<file path="config.mk">
export PLATFORM = sky130hd
export DESIGN_NAME = parc_mem_arb
export DESIGN_NICKNAME = d
export VERILOG_FILES = /design/src/rtl/parc_mem_arb.sv
export SDC_FILE = /design/constraint.sdc
export NUM_CORES = 1
export LEC_CHECK = 0
export ABC_AREA = 1
export CORE_AREA = 3 3 123 125
export CTS_CLUSTER_DIAMETER = 150
export CTS_CLUSTER_SIZE = 14
export DETAILED_ROUTE_END_ITERATION = 7
export DIE_AREA = 0 0 126 128
export HOLD_SLACK_MARGIN = 0.06
export PLACE_DENSITY = 0.62
export SYNTH_ARGS = -nofsm -noshare
export SYNTH_HDL_FRONTEND = slang
export SYNTH_SLANG_ARGS = --single-unit
</file>
<file path="constraint.sdc">
create_clock -name clk -period 5.9 [get_ports clk]
set_clock_uncertainty 0.1 [all_clocks]
set_input_delay 0.885 -clock clk [delete_from_list [all_inputs] [get_ports clk]]
set_output_delay 0.885 -clock clk [all_outputs]
set_load 0.01 [all_outputs]
</file>
<file path="src/rtl/parc_mem_arb.sv">
// Merges the core's imem and dmem request ports onto one memory port and steers
// the in-order memory responses back using a FIFO of 1-bit owner tags.
module parc_mem_arb #(
  parameter  int MAX_INFLIGHT = 4,
  // Message sizes for 32-bit address/data: {type, addr, len, data} and {type, len, data}
  localparam int REQ_W        = 67,
  localparam int RESP_W       = 35,
  localparam int PW           = $clog2(MAX_INFLIGHT),
  localparam int CW           = PW + 1
) (
  input  logic              clk,
  input  logic              reset,
  input  logic [REQ_W-1:0]  imemreq_msg,
  input  logic              imemreq_val,
  output logic              imemreq_rdy,
  output logic [RESP_W-1:0] imemresp_msg,
  output logic              imemresp_val,
  input  logic [REQ_W-1:0]  dmemreq_msg,
  input  logic              dmemreq_val,
  output logic              dmemreq_rdy,
  output logic [RESP_W-1:0] dmemresp_msg,
  output logic              dmemresp_val,
  output logic [REQ_W-1:0]  memreq_msg,
  output logic              memreq_val,
  input  logic              memreq_rdy,
  input  logic [RESP_W-1:0] memresp_msg,
  input  logic              memresp_val,
  output logic [CW-1:0]     inflight,
  output logic              err_orphan
);

  logic [PW-1:0] r_wptr;
  logic [PW-1:0] r_rptr;
  logic [CW-1:0] r_count;
  logic          r_prio;
  logic          r_orphan;
  logic          r_tags [MAX_INFLIGHT];

  logic w_full;
  logic w_empty;
  logic w_grant_i;
  logic w_grant_d;
  logic w_push;
  logic w_pop;
  logic w_head;

  // Full is taken from the registered count only, so a same-cycle pop never frees a slot
  assign w_full    = (r_count == CW'(MAX_INFLIGHT));
  assign w_empty   = (r_count == '0);
  assign w_grant_d = dmemreq_val & (~imemreq_val | r_prio);
  assign w_grant_i = imemreq_val & (~dmemreq_val | ~r_prio);

  assign memreq_val  = (imemreq_val | dmemreq_val) & ~w_full;
  assign memreq_msg  = w_grant_i ? imemreq_msg : dmemreq_msg;
  assign imemreq_rdy = w_grant_i & memreq_rdy & ~w_full;
  assign dmemreq_rdy = w_grant_d & memreq_rdy & ~w_full;

  assign w_push = imemreq_rdy | dmemreq_rdy;
  assign w_pop  = memresp_val & ~w_empty;
  assign w_head = r_tags[r_rptr];

  assign imemresp_val = w_pop & ~w_head;
  assign dmemresp_val = w_pop &  w_head;
  assign imemresp_msg = memresp_msg;
  assign dmemresp_msg = memresp_msg;

  assign inflight   = r_count;
  assign err_orphan = r_orphan;

  // Tag storage carries no reset; pointers and count define which entries are live
  always_ff @(posedge clk) begin
    if (w_push) r_tags[r_wptr] <= dmemreq_rdy;
  end

  always_ff @(posedge clk or negedge reset) begin
    if (!reset) begin
      r_wptr   <= '0;
      r_rptr   <= '0;
      r_count  <= '0;
      r_prio   <= 1'b1;
      r_orphan <= 1'b0;
    end else begin
      if (w_push) begin
        r_wptr <= r_wptr + PW'(1);
        r_prio <= ~dmemreq_rdy;
      end
      if (w_pop) r_rptr <= r_rptr + PW'(1);
      case ({w_push, w_pop})
        2'b10:   r_count <= r_count + CW'(1);
        2'b01:   r_count <= r_count - CW'(1);
        default: r_count <= r_count;
      endcase
      if (memresp_val && w_empty) r_orphan <= 1'b1;
    end
  end

endmodule

</file>
==> results of run 1 <==
cells in the mapped netlist:
| library cell | number |
|---|---|
| nand2_1 | 229 |
| buf_4 | 72 |
| inv_1 | 18 |
| dfrtp_1 | 8 |
| buf_2 | 7 |
| nand3_1 | 7 |
| nor2_1 | 6 |
| clkbuf_1 | 5 |
| ha_1 | 5 |
| edfxtp_1 | 4 |
| nand4_1 | 3 |
| a21oi_1 | 1 |
| a21oi_2 | 1 |
| a31o_2 | 1 |
| and2_1 | 1 |
| dfstp_2 | 1 |
| fa_1 | 1 |
| inv_2 | 1 |
| nor3_1 | 1 |
| o21ai_0 | 1 |
| xnor2_1 | 1 |
power by group through the flow:
stage          sequential [mW]  clock [mW]  combinational, mW
5_1_grt                  0.165       0.134              0.655
4_1_cts                  0.159       0.128              0.600
3_5_place_dp             0.160           0              0.597
3_3_place_gp             0.159           0              0.597
6_report                 0.158       0.127              0.587
2_1_floorplan            0.158           0              0.315
worst min path at each step:
stage | end | slack (ns) | depth (start not counted)
2_1_floorplan | r_prio | 0.35 | 2
3_3_place_gp | err_orphan | 0.36 | 1
3_5_place_dp | err_orphan | 0.38 | 1
4_1_cts | r_prio | 0.39 | 2
5_1_grt | err_orphan | 0.40 | 1
6_report | err_orphan | 0.38 | 1
cell type report:
| cell class | instances | area, um^2 | share of cell area [%] |
|---|---|---|---|
| Multi-Input combinational cell | 258 | 1074 | 27.09 |
| Clock buffer | 4 | 78.83 | 1.989 |
| Sequential cell | 13 | 346.6 | 8.746 |
| Timing Repair Buffer | 217 | 2167 | 54.69 |
| Tap cell | 180 | 225.2 | 5.684 |
| Inverter | 19 | 71.32 | 1.800 |
kinds of logic after synthesis:
group	synth area share, %
flops	16.68
simple gates	45.57
compound gates	1.324
xor+xnor	0.4215
fa+ha+maj	3.974
buf+inv	32.03
per-layer routing:
layer  GRT usage (%)  vias to the layer above  part of all wire [%]
li1                -                     1321                     -
met1           11.82                     1021                    39
met2           15.99                      188                    46
met3           4.625                       19                    13
met4           2.397                        0                   1.7
met5               0                        -                     0
state kept, by name (all words and copies together), names as in the netlist:
signal and count:
r_wptr 2, inflight 3, err_orphan 1, r_rptr 2
r_prio 1, r_tags 4
critical path, cell delays in order:
cell and delay (ns):
clkdlybuf4s50_1 0.52, a21oi_4 0.07, buf_4 0.32, nor3_1 0.56
clkdlybuf4s50_1 0.65
stage by stage:
step,instances,setup WS (ns),area [um^2]
2_1_floorplan,374,3.269,2078
3_3_place_gp,687,1.891,3884
3_5_place_dp,687,1.863,3884
4_1_cts,691,1.862,3963
5_1_grt,691,1.782,3963
6_report,691,1.914,3963
cells in the final DEF, fill, tap and decap left out, drive strengths merged:
cell | synthesis | final
nand2 | 229 | 229
clkdlybuf4s50 | 0 | 215
inv | 19 | 19
dfrtp | 8 | 8
nand3 | 7 | 7
nor2 | 6 | 6
ha | 5 | 5
edfxtp | 4 | 4
clkbuf | 5 | 4
nand4 | 3 | 3
buf | 79 | 2
a21oi | 2 | 2
nor3 | 1 | 1
and2 | 1 | 1
xnor2 | 1 | 1
a31o | 1 | 1
o21ai | 1 | 1
fa | 1 | 1
dfstp | 1 | 1
==> flow_summary.toml, run 1 <==
[outcome]
status = "finished clean"

[worst_setup_path]
cp-startpoint = "dmemreq_val"
worstPathArrival_ns = 3.00
r2r_cells = 10
path_class = "input pin to primary output"
r2r-end = "inflight[2]"
cp-endpoint = "dmemreq_rdy"
timing.rr.start = "inflight[1]"
cp-end-kind = "primary output"
crit_required_ns = 4.91
reg2reg_slack_ns = 3.67
critical_path.startpoint_type = "input pin"
crit_fanout = 69

[yosys]
yosys_warnings = 0
yosys.area.top_type = "nand2_1"
netlist-cell-type-count = 21
syn_area_per_cell_um2 = 5.557
synth_area_leaders = "nand2_1 (41%), buf_4 (26%), dfrtp_1 (9.6%)"
syn_nets = 555
synth_top_cell_area_share_pct = 41.36
syn_inst = 374
syn_area_um2 = 2078
ys_ff_latch = 13
ys_seq_area_share_pct = 16.68

[placed_design]
dpl.hpwl_um = 7409
place.gp.congestion = 0.7319
portBuffers = 215

[clock_tree]
holdBufCountCts = 0
clk_pin_slew_ns = 0.04
cts_setup_buffers = 0
cts_tree = "built"
clockRootBuffer = "clkbuf_16"
clock_path_buffers = 2
cts_buffers = 3
cts_num_sinks = 13
h-tree-depth = 1
insertion_delay_ns = 0.24
cts_resized = 0

[global_route]
grt_usage_pct = 9.842
grt_max_degree = 70
grt_pass1_vias = 2474
grt_first_pass_wirelength_um = 12790
grt.overflow.total = 0
antenna_found_initial = 0

[floorplan]
die_h_um = 128
fp.dieArea_um2 = 16130
num_rows = 43
core_region_area_um2 = 13990
ioPinCount = 321
initial_core_util_pct = 14.86
fp.dieW_um = 126

[power_and_ir_drop]
p_per_area_nw_per_um2 = 220.1
leakage_nw = 1.869
switching_share_pct = 38.75
p_clk_share_pct = 14.6
ir_worst_vdd_v = 0.0001325
switching_power_mw = 0.3380
internal_power_mw = 0.5343
seqPwrFrac_pct = 18.1
pwr-share-comb_pct = 67.3
finalPower_mw = 0.8723

[min_path]
hp-start = "err_orphan"
hp-class = "flip-flop to flip-flop"

[timing]
fmax_ghz = 0.2509
tns_ns = 0
whs_ns = 0.3794
tightest_slew_ns = 0.7139
finalCriticalPeriod_ns = 3.986
fin_crit_sh_pct = 67.56
setup_viol = 0
slew_viol_final = 0
rsz0062_at_grt = "false"
final_hold_viol_count = 0
slew-limit-headroom_pct = 52.41

[layout]
num_antenna_cells = 0
fillerInstances = 1551
syn_to_final_growth_pct = 90.67
layout-drive-gt1-share_pct = 1.761
final_core_util_pct = 28.33
final_nets = 693

[route]
drcViolationCount = 0
vias_per_cell = 3.689
dr.first_iter.drc_count = 67
drtAntennaViolNets = 0
routed_wl_um = 8707
firstDrtPassIters = 4
vias = 2549
avgRoutedWirePerCell_um = 12.60

[flow_run]
maxCapViolations = 0
No activity file was read; power rests on OpenSTA's default activity.
==> run 2: changes to the inputs <==
Settings changed: PLACE_DENSITY 0.62 to 0.64.
Clock period 5.9 ns to 3.6 ns, I/O delays scaled along.
==> run 2 against run 1 <==
  * Critical path depth grew 2
  * Register-to-register slack lost 2.3 ns
  * Sequential power grew 66%
  * Power grew 64%
  * Routed wire length shrank 6.8%
  * Combinational power grew 64%
  * Clock power grew 65%
  * Count of clock-buffer cells in the layout is the same
  * Core utilization grew 0.18 points
  * Sequential share of layout area shrank 0.055 points
  * Cell count is the same
  * Critical path type unchanged
==> flow_summary.toml, run 2 (synthesis gave the netlist of run 1 again) <==
[power_and_ir_drop]
p_clk_share_pct = 14.6
switching_power_mw = 0.5511
finalPower_mw = 1.434
leakage_nw = 1.878
seqPwrFrac_pct = 18.3
p_per_area_nw_per_um2 = 359.6
internal_power_mw = 0.8830
pwr-share-comb_pct = 67.1
ir_worst_vdd_v = 0.0001945
switching_share_pct = 38.43

[layout]
multi_input_comb_area_um2 = 1074
top_register = "r_tags"
syn_to_final_growth_pct = 91.87
ff_latch_area_um2 = 346.6
layout-drive-gt1-share_pct = 1.761
largest_reg_flops = 4
final_nets = 693
final_cells = 691
num_antenna_cells = 0
fillerInstances = 1543
layout_common_cells = "nand2_1 (229), clkdlybuf4s50_1 (215), inv_1 (18)"
final_common_cell = "nand2_1"

[worst_setup_path]
timing.rr.start = "inflight[1]"
reg2reg_slack_ns = 1.37
cp_slowest_stage_delay_ns = 0.55
critical_path.startpoint_type = "input pin"
cp_num_cells = 7
cp-end-kind = "primary output"
worstPathArrival_ns = 2.47
critPathSlowestCell = "clkdlybuf4s50_1"
cp-endpoint = "memreq_msg[58]"
path_cells = "clkdlybuf4s50_1, a21oi_4, inv_2, buf_12, nand2_1, nand2_1, clkdlybuf4s50_1"
cp-startpoint = "dmemreq_val"
path_delay_family = "buffers and inverters"
path_class = "input pin to primary output"
r2r_cells = 10
crit_fanout = 44
r2r-end = "inflight[2]"
worst-path-buf-inv = 4
crit_required_ns = 2.96

[route]
routed_wl_um = 8119
vias_per_cell = 3.706
dr.first_iter.drc_count = 110
avgRoutedWirePerCell_um = 11.75
drtAntennaViolNets = 0
drcViolationCount = 0
firstDrtPassIters = 4
vias = 2561

[clock_tree]
cts_tree = "built"
cts_num_sinks = 13
cts_buffers = 3
clock_path_buffers = 2
cts_setup_buffers = 0
cts_resized = 0
h-tree-depth = 1
clk_pin_slew_ns = 0.04
holdBufCountCts = 0
clockRootBuffer = "clkbuf_16"
insertion_delay_ns = 0.24

[timing]
whs_ns = 0.3756
slew-limit-headroom_pct = 64.15
finalCriticalPeriod_ns = 3.113
setup_viol = 0
final_hold_viol_count = 0
tns_ns = 0
fin_crit_sh_pct = 86.48
slew_viol_final = 0
tightest_slew_ns = 0.5337
setup_ws_ns = 0.4866
fmax_ghz = 0.3212
rsz0062_at_grt = "false"

[floorplan]
die_h_um = 128
num_rows = 43
core_region_area_um2 = 13990
ioPinCount = 321
initial_core_util_pct = 14.86
fp.dieArea_um2 = 16130
fp.dieW_um = 126

[flow_run]
maxCapViolations = 0

[global_route]
grt_usage_pct = 9.115
grt_max_degree = 70
grt.overflow.total = 0
grt_pass1_vias = 2505
antenna_found_initial = 0
grt_first_pass_wirelength_um = 12220

[placed_design]
place.gp.congestion = 0.7175
dp_slack_ns = 0.4202
portBuffers = 215
dp_cells = 687
dpl.hpwl_um = 6737

[outcome]
status = "finished clean"

[min_path]
hp-class = "flip-flop to flip-flop"
run 2: cell types whose count changed in the layout (fill, tap and decap cells not counted):
| cell | previous run | this run |
|---|---|---|
| buf_12 | 0 | 2 |
| buf_4 | 2 | 0 |
run 2: layout make-up:
cell class / count / area share, %
Timing Repair Buffer: 217 / 54.97
Inverter: 19 / 1.789
Sequential cell: 13 / 8.692
Clock buffer: 4 / 1.977
Tap cell: 180 / 5.648
Multi-Input combinational cell: 258 / 26.92
run 2: metrics by stage:
stage / utilization [%] / instance area (um^2)
global route: 28.51 / 3988
finish: 28.51 / 3988
CTS: 28.51 / 3988
global placement: 27.94 / 3909
detailed placement: 27.94 / 3909
floorplan: - / 2078
run 2: worst min-delay path by stage:
stage                           from         end  slack [ns]  cells past startpoint
after CTS                 err_orphan  err_orphan        0.38                      1
after global routing      err_orphan  err_orphan        0.40                      1
after floorplan                reset  err_orphan        0.14                      0
final                     err_orphan  err_orphan        0.38                      1
after detailed placement  err_orphan  err_orphan        0.37                      1
after global placement    err_orphan  err_orphan        0.36                      1
run 2: routing by layer:
metal	GRT usage, %	wire (um)
met3	3.833	960
met5	0	0
met4	2.397	140
met2	14.96	3730
met1	11.03	3288
run 2: power groups by stage:
stage / Clock [mW] / Combinational (mW) / Sequential [mW]
global route: 0.216 / 1.08 / 0.273
global placement: 0 / 0.968 / 0.262
detailed placement: 0 / 0.973 / 0.264
floorplan: 0 / 0.516 / 0.259
finish: 0.210 / 0.962 / 0.263
CTS: 0.211 / 0.979 / 0.263
==> run 3: changes to the inputs <==
Settings changed: CTS_CLUSTER_DIAMETER 150 to 60.
==> results of run 3 <==
Final layout, timing and power as in run 2 (identical DEF).
